--- src/rtl/alu_seq.sv ---
// alu_seq: handshaked WIDTH-bit ALU for one 8-bit instruction; SLL/SRL use an iterative shifter
// Ports (all logic on rising i_clk, i_rst synchronous active-high):
//   i_in_valid/o_in_ready    instruction handshake; i_instr [7:4] opcode, [1:0] imm2
//   i_pc, i_a, i_b           PC and operands, sampled only on accept
//   o_out_valid/i_out_ready  result handshake; o_result, o_taken, o_overflow held while stalled
//   o_busy                   iterative shift in progress
//   i_ovf_clr/o_ovf_sticky   sticky overflow flag, present only with ALU_SEQ_OVF_STICKY_EN
module alu_seq #(
    parameter int WIDTH      = 8,
    parameter int SHIFT_STEP = 1
) (
    input  logic             i_clk,
    input  logic             i_rst,
    input  logic             i_in_valid,
    output logic             o_in_ready,
    input  logic [7:0]       i_instr,
    input  logic [WIDTH-1:0] i_pc,
    input  logic [WIDTH-1:0] i_a,
    input  logic [WIDTH-1:0] i_b,
    output logic             o_out_valid,
    input  logic             i_out_ready,
    output logic [WIDTH-1:0] o_result,
    output logic             o_taken,
    output logic             o_overflow,
`ifdef ALU_SEQ_OVF_STICKY_EN
    input  logic             i_ovf_clr,
    output logic             o_ovf_sticky,
`endif
    output logic             o_busy
);
    localparam int SW = $clog2(WIDTH);
    typedef enum logic [1:0] {S_IDLE, S_BUSY, S_DONE} state_t;
    state_t           r_state, w_next;
    logic [WIDTH-1:0] r_result, w_res, w_imm, w_sum, w_addi;
    logic             r_taken, r_ovf, r_left, w_tk, w_ov, w_accept, w_is_shift, w_unused;
    logic [SW-1:0]    r_rem, w_shamt, w_step;
    logic [3:0]       w_op;
    assign w_op       = i_instr[7:4];
    assign w_imm      = {{(WIDTH-2){i_instr[1]}}, i_instr[1:0]};
    assign w_shamt    = i_a[SW-1:0];
    assign w_sum      = i_a + i_b;
    assign w_addi     = i_b + w_imm;
    assign w_is_shift = (w_op == 4'h6) || (w_op == 4'h7);
    assign w_unused   = ^i_instr[3:2];
    assign w_accept   = i_in_valid && o_in_ready;
    // Compared one bit wider so SHIFT_STEP == WIDTH never aliases to zero.
    assign w_step     = ({1'b0, r_rem} > (SW+1)'(SHIFT_STEP)) ? SW'(SHIFT_STEP) : r_rem;
    assign o_in_ready  = (r_state == S_IDLE) || (r_state == S_DONE && i_out_ready);
    assign o_out_valid = (r_state == S_DONE);
    assign o_busy      = (r_state == S_BUSY);
    assign o_result    = r_result;
    assign o_taken     = r_taken;
    assign o_overflow  = r_ovf;
    always_comb begin
        w_res = '0;
        w_tk  = 1'b0;
        w_ov  = 1'b0;
        case (w_op)
            4'h0: w_res = i_a;
            4'h1: begin
                w_res = w_sum;
                w_ov  = (i_a[WIDTH-1] == i_b[WIDTH-1]) && (w_sum[WIDTH-1] != i_a[WIDTH-1]);
            end
            4'h2: w_res = i_a & i_b;
            4'h3: w_res = ~i_a;
            4'h4: w_res = ~(i_a | i_b);
            4'h5: w_res = {{(WIDTH-1){1'b0}}, $signed(i_a) < $signed(i_b)};
            4'h6, 4'h7: w_res = i_b;
            4'h8, 4'h9: begin
                w_res = i_b - i_pc - WIDTH'(1);
                w_tk  = 1'b1;
            end
            4'hA, 4'hB: w_res = w_addi;
            4'hC: w_tk = (i_a == i_b);
            4'hD: w_tk = (i_a != i_b);
            4'hE: begin
                w_res = w_addi;
                w_ov  = (i_b[WIDTH-1] == w_imm[WIDTH-1]) && (w_addi[WIDTH-1] != i_b[WIDTH-1]);
            end
            default: w_res = w_imm;
        endcase
    end
    always_comb begin
        w_next = r_state;
        if (w_accept)
            w_next = (w_is_shift && w_shamt != '0) ? S_BUSY : S_DONE;
        else if (r_state == S_BUSY)
            w_next = (r_rem == w_step) ? S_DONE : S_BUSY;
        else if (r_state == S_DONE && i_out_ready)
            w_next = S_IDLE;
    end
    always_ff @(posedge i_clk) begin
        if (i_rst) r_state <= S_IDLE;
        else       r_state <= w_next;
    end
    // Shifts load b and walk it in place; r_result is only exposed once DONE.
    always_ff @(posedge i_clk) begin
        if (i_rst) begin
            r_result <= '0;
            r_taken  <= 1'b0;
            r_ovf    <= 1'b0;
            r_rem    <= '0;
            r_left   <= 1'b0;
        end else if (w_accept) begin
            r_result <= w_res;
            r_taken  <= w_tk;
            r_ovf    <= w_ov;
            r_rem    <= w_shamt;
            r_left   <= (w_op == 4'h6);
        end else if (r_state == S_BUSY) begin
            r_result <= r_left ? (r_result << w_step) : (r_result >> w_step);
            r_rem    <= r_rem - w_step;
        end
    end
`ifdef ALU_SEQ_OVF_STICKY_EN
    logic r_ovf_sticky;
    assign o_ovf_sticky = r_ovf_sticky;
    // Setting takes priority over clearing in the same cycle.
    always_ff @(posedge i_clk) begin
        if (i_rst)                                    r_ovf_sticky <= 1'b0;
        else if (o_out_valid && i_out_ready && r_ovf) r_ovf_sticky <= 1'b1;
        else if (i_ovf_clr)                           r_ovf_sticky <= 1'b0;
    end
`endif
endmodule

--- config.mk ---
export PLATFORM = sky130hd
export DESIGN_NAME = alu_seq
export DESIGN_NICKNAME = d
export VERILOG_FILES = /design/src/rtl/alu_seq.sv
export SDC_FILE = /design/constraint.sdc
export NUM_CORES = 1
export LEC_CHECK = 0
export BUFFER_PORTS_ARGS = -buffer_cell sky130_fd_sc_hd__buf_4
export CAP_MARGIN = 20
export CELL_PAD_IN_SITES_DETAIL_PLACEMENT = 0
export CELL_PAD_IN_SITES_GLOBAL_PLACEMENT = 2
export CORE_MARGIN = 3
export CORE_UTILIZATION = 32
export CTS_BUF_LIST = sky130_fd_sc_hd__clkbuf_4 sky130_fd_sc_hd__clkbuf_8 sky130_fd_sc_hd__clkbuf_16
export DETAILED_ROUTE_END_ITERATION = 8
export GPL_TIMING_DRIVEN = 0
export PLACE_DENSITY_LB_ADDON = 0.3
export SKIP_LAST_GASP = 1
export SLEW_MARGIN = 30
export SYNTH_ARGS = -nofsm -noshare
export SYNTH_HDL_FRONTEND = slang
export SYNTH_SLANG_ARGS = --single-unit
--- constraint.sdc ---
create_clock -name i_clk -period 2.55 [get_ports i_clk]
set_clock_uncertainty 0.15 [all_clocks]
set_input_delay 0.51 -clock i_clk [delete_from_list [all_inputs] [get_ports i_clk]]
set_output_delay 0.51 -clock i_clk [all_outputs]
set_load 0.05 [all_outputs]
==> impl_results.md, run 1 <==
* Layout cell share with drive strength beyond 1 at roughly 16%
* Mapped cell area at 2760 um^2
* Tightest Pin Transition at 802 ps
* Fin. Hold Viols at 0
* Critical-path top delay cell: nor4_2
* Post-synth EDFFs at 0
* WL per Instance at 18.1 um
* DP HPWL at 7850 um
* Core area at about 8300 um^2
* Status: completed
* Final cycle utilization of the critical path at 97.8%
* Worst Setup Start Kind: input port
* Number of global-route vias before repair at 2956
* PwrDens at 392 nW/um^2
* Via count at 3069
* HP Class: reg2reg
* GP Congestion at 0.870
* Dpl cells at 534
* Mapped Nets at 462
* CTS Buffer Depth at 2
* H-Tree Depth at 1
* Starting density of the core at 33.3%
* CTS buffer count at 3
* Post-route cell area at between 3000 and 4000 um^2
* P&R area growth vs syn at 20.5%
* DIE AREA at 9780 um^2
* Critical Path RT at 2530 ps
* Clock slew at reported path FFs at 70 ps
* Fmax at 401 MHz
* Synth warn at 0
* Hold_sp: o_overflow
* Antenna Cells at 0
* Final wirelength at roughly 9800 um
* Routed vias/inst at 5.70
* Crit Path Max Fanout at 6
* Max VDD drop at 145 uV
* Syn Area/Cell at 7.19 um^2
* Pre-antenna DRT Iters at 5
* Crit path time final at 2490 ps
* Max-Cap Viols at 0
* Setup bufs post-CTS at 0
* Initial antenna violation count at 0
* DIE HEIGHT at 98.9 um
* Seq cells post-synth at 16
* Final ANT Viol Nets at 0
* First-pass GRT wire length at 15800 um
* Critical path type: in2reg
* Synth Flop Type: dfxtp_1
* Horiz. Die Dim at 98.9 um
* Buf+Inv Stages, Crit Path at 1
* Number of DRC markers in iteration 0 at 131
* Gr ovfl total at 0
* Post-synthesis sequential area ratio at between 10% and 20%
* Setup Viol. Count Final at 0
* Worst rel slew slack at between 40% and 50%
* Largest net degree at the start of global routing at 11
* Setup crit end kind: register
* Final #Nets at 512
* CP max stage delay at 400 ps
* Post-Syn Instances at between 300 and 400
* RSZ-0062 raised after global routing: true
* CTS root buffer: clkbuf_8
* Clk sinks at 16
* Cell Chain, Critical Path: buf_4, ha_2, fa_2, a211oi_1, nor2_1, mux2i_2, o22ai_1, nor4_2, o31ai_1
* Synth async-reset ratio at 0%
* Critical Path AT at 2480 ps
* Final Non-Filler Cells at roughly 540
* CTS tree: built
* FF-to-FF Start: r_state[0]
* Placement Rows at 33
* Synth cell types at between 50 and 60
* Clock latency on the worst-skew pair at about 250 ps
* Delay-heaviest family, CP: adder cells
* Ports at 49
* GRT Util Overall at between 20% and 30%
* Crit path from: i_b[0]
* PortBufs at 45
* Area of placed instances at 3230 um^2
* Pleak at 1.44 nW
* DRC errors left at 0
* Final Max Tran Viols at 0
## cell usage after synthesis, types with 4 or more instances
master,n,area [um^2]
nor2_1,44,165
nand3_1,6,30.0
xor2_1,6,52.6
ha_1,39,488
nor4_1,6,37.5
xnor2_1,9,78.8
mux2i_1,12,120
a221oi_1,6,52.6
a211oi_1,14,105
nor2b_1,4,25.0
dfxtp_1,16,320
buf_1,4,15.0
a31oi_1,6,37.5
nor3_1,9,45.0
clkbuf_1,8,30.0
nor3b_1,5,37.5
nand2_1,18,67.6
inv_1,32,120
o21ai_0,19,95.1
nand2b_1,9,56.3
o22ai_1,8,50.1
a21oi_1,32,160
or3_1,5,31.3
o211ai_1,7,52.6
o21ai_1,8,40.0
a21o_1,6,45.0
## sequential cells by signal, indices dropped and copies added, names as in the netlist
register,count
o_overflow,1
o_result,8
o_taken,1
r_left,1
r_rem,3
r_state,2
## per-stage QoR
| step | power (W) | utilization [%] | worst slack, ps | setup TNS [ps] | hold slack, ps |
|---|---|---|---|---|---|
| detailed placement | 0.00106 | 38.9 | -494 | -1170 | 337 |
| finish | 0.00130 | 40.1 | 56.2 | 0 | 350 |
| global route | 0.00140 | 40.1 | -40.0 | -71.3 | 382 |
| CTS | 0.00130 | 39.7 | -15.3 | -28.0 | 353 |
| floorplan | 0.000817 | - | 142 | 0 | 354 |
| global placement | 0.00106 | 38.9 | -489 | -1280 | 320 |
## logic make-up (layout without fill, tap and decap cells)
logic type,count (synthesis),in the layout,share of synthesized area [%]
xor gates and xnor gates,15,15,4.76
DFF,16,16,11.6
and+or+nand+nor,114,114,20.2
buffers and inverters,51,100,7.34
muxes,12,12,4.35
adders and majority gates,42,42,19.8
AOI/OAI and AO/OA,134,134,31.9
## layout make-up
type                       count  area, um^2
buffer                        16        73.8
clock buffer                   4        55.1
fill                         923        4970
inverter                      35         131
multi-input combinational    317        2280
sequential                    16         320
tap                          105         131
timing repair buffer          45         338
## cells in the final DEF, fill, tap and decap left out, types with 3 or more instances in the layout
| cell | n |
|---|---|
| nor3_1 | 9 |
| xnor2_1 | 9 |
| o211ai_1 | 7 |
| nor2b_1 | 4 |
| a211oi_1 | 12 |
| clkbuf_1 | 7 |
| a311oi_1 | 3 |
| nor3b_1 | 5 |
| o21ai_0 | 19 |
| xor2_1 | 6 |
| buf_1 | 3 |
| nor2_1 | 44 |
| o21a_1 | 3 |
| nor4_1 | 5 |
| mux2i_1 | 11 |
| nand2b_1 | 9 |
| or3_1 | 5 |
| dfxtp_1 | 16 |
| o21ai_1 | 8 |
| buf_4 | 45 |
| nand2_1 | 18 |
| a31oi_1 | 6 |
| inv_1 | 32 |
| a21oi_1 | 32 |
| nand3_1 | 6 |
| buf_2 | 3 |
| inv_2 | 3 |
| o22ai_1 | 8 |
| ha_1 | 38 |
| clkbuf_8 | 4 |
| a21o_1 | 6 |
| a221oi_1 | 5 |
## what timing repair did
item / CTS / global route
resized for setup: 2 / 9
pin swaps: 1 / 1
setup endpoints to repair: 2 / 6
hold buffers: 0 / 0
## path summary, 6_finish.rpt
path | end | slack [ps] | depth (start not counted)
worst max-delay path | o_result[6] | 60 | 9
worst min-delay path | o_overflow | 350 | 2
worst min register to register | o_overflow | 350 | 2
worst max register to register | o_result[3] | 510 | 6
## report_power, final
group | switching (W) | internal, W | total (W)
Sequential | 0.0000329 | 0.000279 | 0.000312
Combinational | 0.000471 | 0.000290 | 0.000761
Clock | 0.0000947 | 0.000137 | 0.000232
## tightest hold or removal path: stages (launching register included)
cell and delay [ps]:
dfxtp_1 310, nor2_1 90, a311oi_1 50
## metal layers
metal  track usage, %  wire length [um]  vias to the layer above
met1             27.7              4540                     1438
met4             6.51               262                        0
li1                 -                 -                     1513
met2             33.2              4420                      100
met5                0                 0                        -
met3             1.34               542                       18
(Power assumes the default switching activity.)
==> run 2: changes to the inputs <==
--- a/config.mk
+++ b/config.mk
@@ -5,12 +5,13 @@
 export SDC_FILE = /design/constraint.sdc
 export NUM_CORES = 1
 export LEC_CHECK = 0
+export ABC_AREA = 1
 export BUFFER_PORTS_ARGS = -buffer_cell sky130_fd_sc_hd__buf_4
 export CAP_MARGIN = 20
 export CELL_PAD_IN_SITES_DETAIL_PLACEMENT = 0
 export CELL_PAD_IN_SITES_GLOBAL_PLACEMENT = 2
 export CORE_MARGIN = 3
-export CORE_UTILIZATION = 32
+export CORE_UTILIZATION = 30
 export CTS_BUF_LIST = sky130_fd_sc_hd__clkbuf_4 sky130_fd_sc_hd__clkbuf_8 sky130_fd_sc_hd__clkbuf_16
 export DETAILED_ROUTE_END_ITERATION = 8
 export GPL_TIMING_DRIVEN = 0
==> impl_results.md, run 2 <==
* Status: completed
* Pleak at approximately 1.9 nW
* Gr ovfl total at 0
* Final cycle utilization of the critical path at between 90% and 100%
* Top post-synthesis cells by count: 135 x nand2_1, 90 x inv_1, 42 x nor2_1
* Synth cell types at 42
* Final wirelength at 9930 um
* Critical path type: in2reg
* HP Class: reg2reg
* DP HPWL at 8290 um
* Pre-antenna DRT Iters at 5
* Ports at 49
* Cell Chain, Critical Path: buf_4, ha_1, fa_1, nand3_1, nand2_1, o21ai_1, o21ai_0, nand3b_1, nand2_1, a21oi_1
* Cts repair resizes at 0
* Horiz. Die Dim at 104 um
* DIE HEIGHT at 104 um
* Number of global-route vias before repair at between 3k and 4k
* Crit path top cell by count: nand2_1
* Post-Syn Instances at 507
* Syn Area/Cell at 5.74 um^2
* Area of the multi-input gates at 2200 um^2
* Place WS at -198 ps
* Synth warn at 0
* DIE AREA at ~11000 um^2
* PortBufs at 45
* Routed vias/inst at 4.80
* Clock slew at reported path FFs at 70 ps
* Fill count at 1076
* Antenna Cells at 0
* Layout cell share with drive strength beyond 1 at 14.1%
* GRT Util Overall at 17.7%
* Area of placed instances at 3410 um^2
* Final Max Tran Viols at 0
* Delay-heaviest family, CP: adder cells
* Initial antenna violation count at 0
* Setup bufs post-CTS at 0
* Synth Flop Type: dfxtp_1
* Commonest non-fill, non-tap cells in the layout: 135 x nand2_1, 90 x inv_1, 45 x buf_4, 42 x nor2_1, 40 x nand3_1
* PwrDens at 364 nW/um^2
* CP max stage delay at between 400 and 500 ps
* Leading cell type in the layout, fill and taps excluded: nand2_1
* Max-Cap Viols at 0
* CTS Buffer Depth at 2
* Seq cells post-synth at 16
* P&R area growth vs syn at 18.6%
* Number of DRC markers in iteration 0 at roughly 150
* RSZ-0062 raised after global routing: false
* Core area at slightly above 9000 um^2
* Max VDD drop at 148 uV
* Share of the synthesized area in the top cell type at 17.4%
* Crit path time final at between 2000 and 2500 ps
* Clk sinks at 16
* Worst Setup Start Kind: input port
* Post-cts hold buffer count at 0
* First-pass GRT wire length at 15600 um
* Post-synth top area cell: nand2_1
* Count leader, synth: nand2_1
* Critical Path AT at 2320 ps
* Setup crit end kind: register
* Critical Path RT at 2520 ps
* Post-synthesis sequential area ratio at 11.0%
* Mapped Nets at 585
* CTS root buffer: clkbuf_8
* Register area at around 320 um^2
* Final ANT Viol Nets at 0
* Fin. Hold Viols at 0
* Worst rel slew slack at 63.6%
* Setup Viol. Count Final at 0
* Post-route cell area at 3450 um^2
* Critical-path top delay cell: fa_1
* Placement Rows at 35
* Clock latency on the worst-skew pair at 250 ps
* Top cells by area, synth: nand2_1 17%, ha_1 17%, inv_1 12%
* Largest net degree at the start of global routing at 11
* H-Tree Depth at 1
* Mapped cell area at 2910 um^2
* Final setup margin at 193 ps
* Crit Path Max Fanout at 5
* DRC errors left at 0
* Final #Nets at around 640
* CTS tree: built
* Synth async-reset ratio at 0%
* Max reg flops at 8
* Fmax at 424 MHz
* Starting density of the core at 31.2%
* Via count at around 3.3k
* Hold WS at 335 ps
* Post-synth EDFFs at 0
* WL per Instance at 14.5 um
* GP Congestion at 0.948
* CTS buffer count at 3
* Tightest Pin Transition at about 550 ps
* Buf+Inv Stages, Crit Path at 1
## run 2: path summary, 6_finish.rpt
check         startpoint     endpoint  slack (ps)  cells after the start
min reg2reg  o_result[4]  o_result[4]         330                      2
min          o_result[4]  o_result[4]         330                      2
max reg2reg   r_state[0]  o_result[7]         870                      7
max               i_b[0]  o_result[4]         190                     10
## run 2: logic make-up (layout without fill, tap and decap cells)
logic type	after synthesis	count (layout)	synth area share [%]
buf+inv	102	150	13.3
simple gates	254	254	38.6
fa+ha+maj	42	42	18.8
xor+xnor	3	3	0.903
compound gates	90	90	17.3
flops	16	16	11.0
## run 2: area by class of cell
cell class / instances / area share (%)
Inverter: 98 / 10.7
Clock buffer: 3 / 1.20
Sequential cell: 16 / 9.28
Timing Repair Buffer: 45 / 9.79
Buffer: 4 / 0.508
Tap cell: 129 / 4.68
Multi-Input combinational cell: 389 / 63.9
## run 2: worst register-to-register path: stages, from the launching register on
cell	delay (ps)
dfxtp_1	380
inv_1	70
nor2_2	170
inv_1	140
nand2_2	170
o21ai_1	140
a311oi_1	260
a21oi_1	100
## run 2: where the power goes
group          internal [W]  total [W]  switching, W  leakage (nW)
logic              0.000253   0.000749      0.000496          1.73
clock network      0.000105   0.000199     0.0000941        0.0216
registers          0.000281   0.000309     0.0000280         0.132
total              0.000639    0.00126      0.000618          1.89
## run 2: per-layer routing
metal	vias to the layer above	routed length [um]	track usage, %
met5	-	0	0
li1	1728	-	-
met4	0	224	4.94
met2	57	4580	29.8
met3	14	225	1.18
met1	1483	4900	24.3
## run 2: stage by stage
| stage | utilization, % | TNS (ps) | total power (W) | std cells |
|---|---|---|---|---|
| finish | 37.0 | 0 | 0.00126 | 684 |
| global route | 37.0 | 0 | 0.00136 | 684 |
| CTS | 37.0 | 0 | 0.00126 | 684 |
| detailed placement | 36.6 | -198 | 0.00106 | 681 |
| global placement | 36.6 | -187 | 0.00106 | 681 |
| floorplan | - | 0 | 0.000823 | 507 |
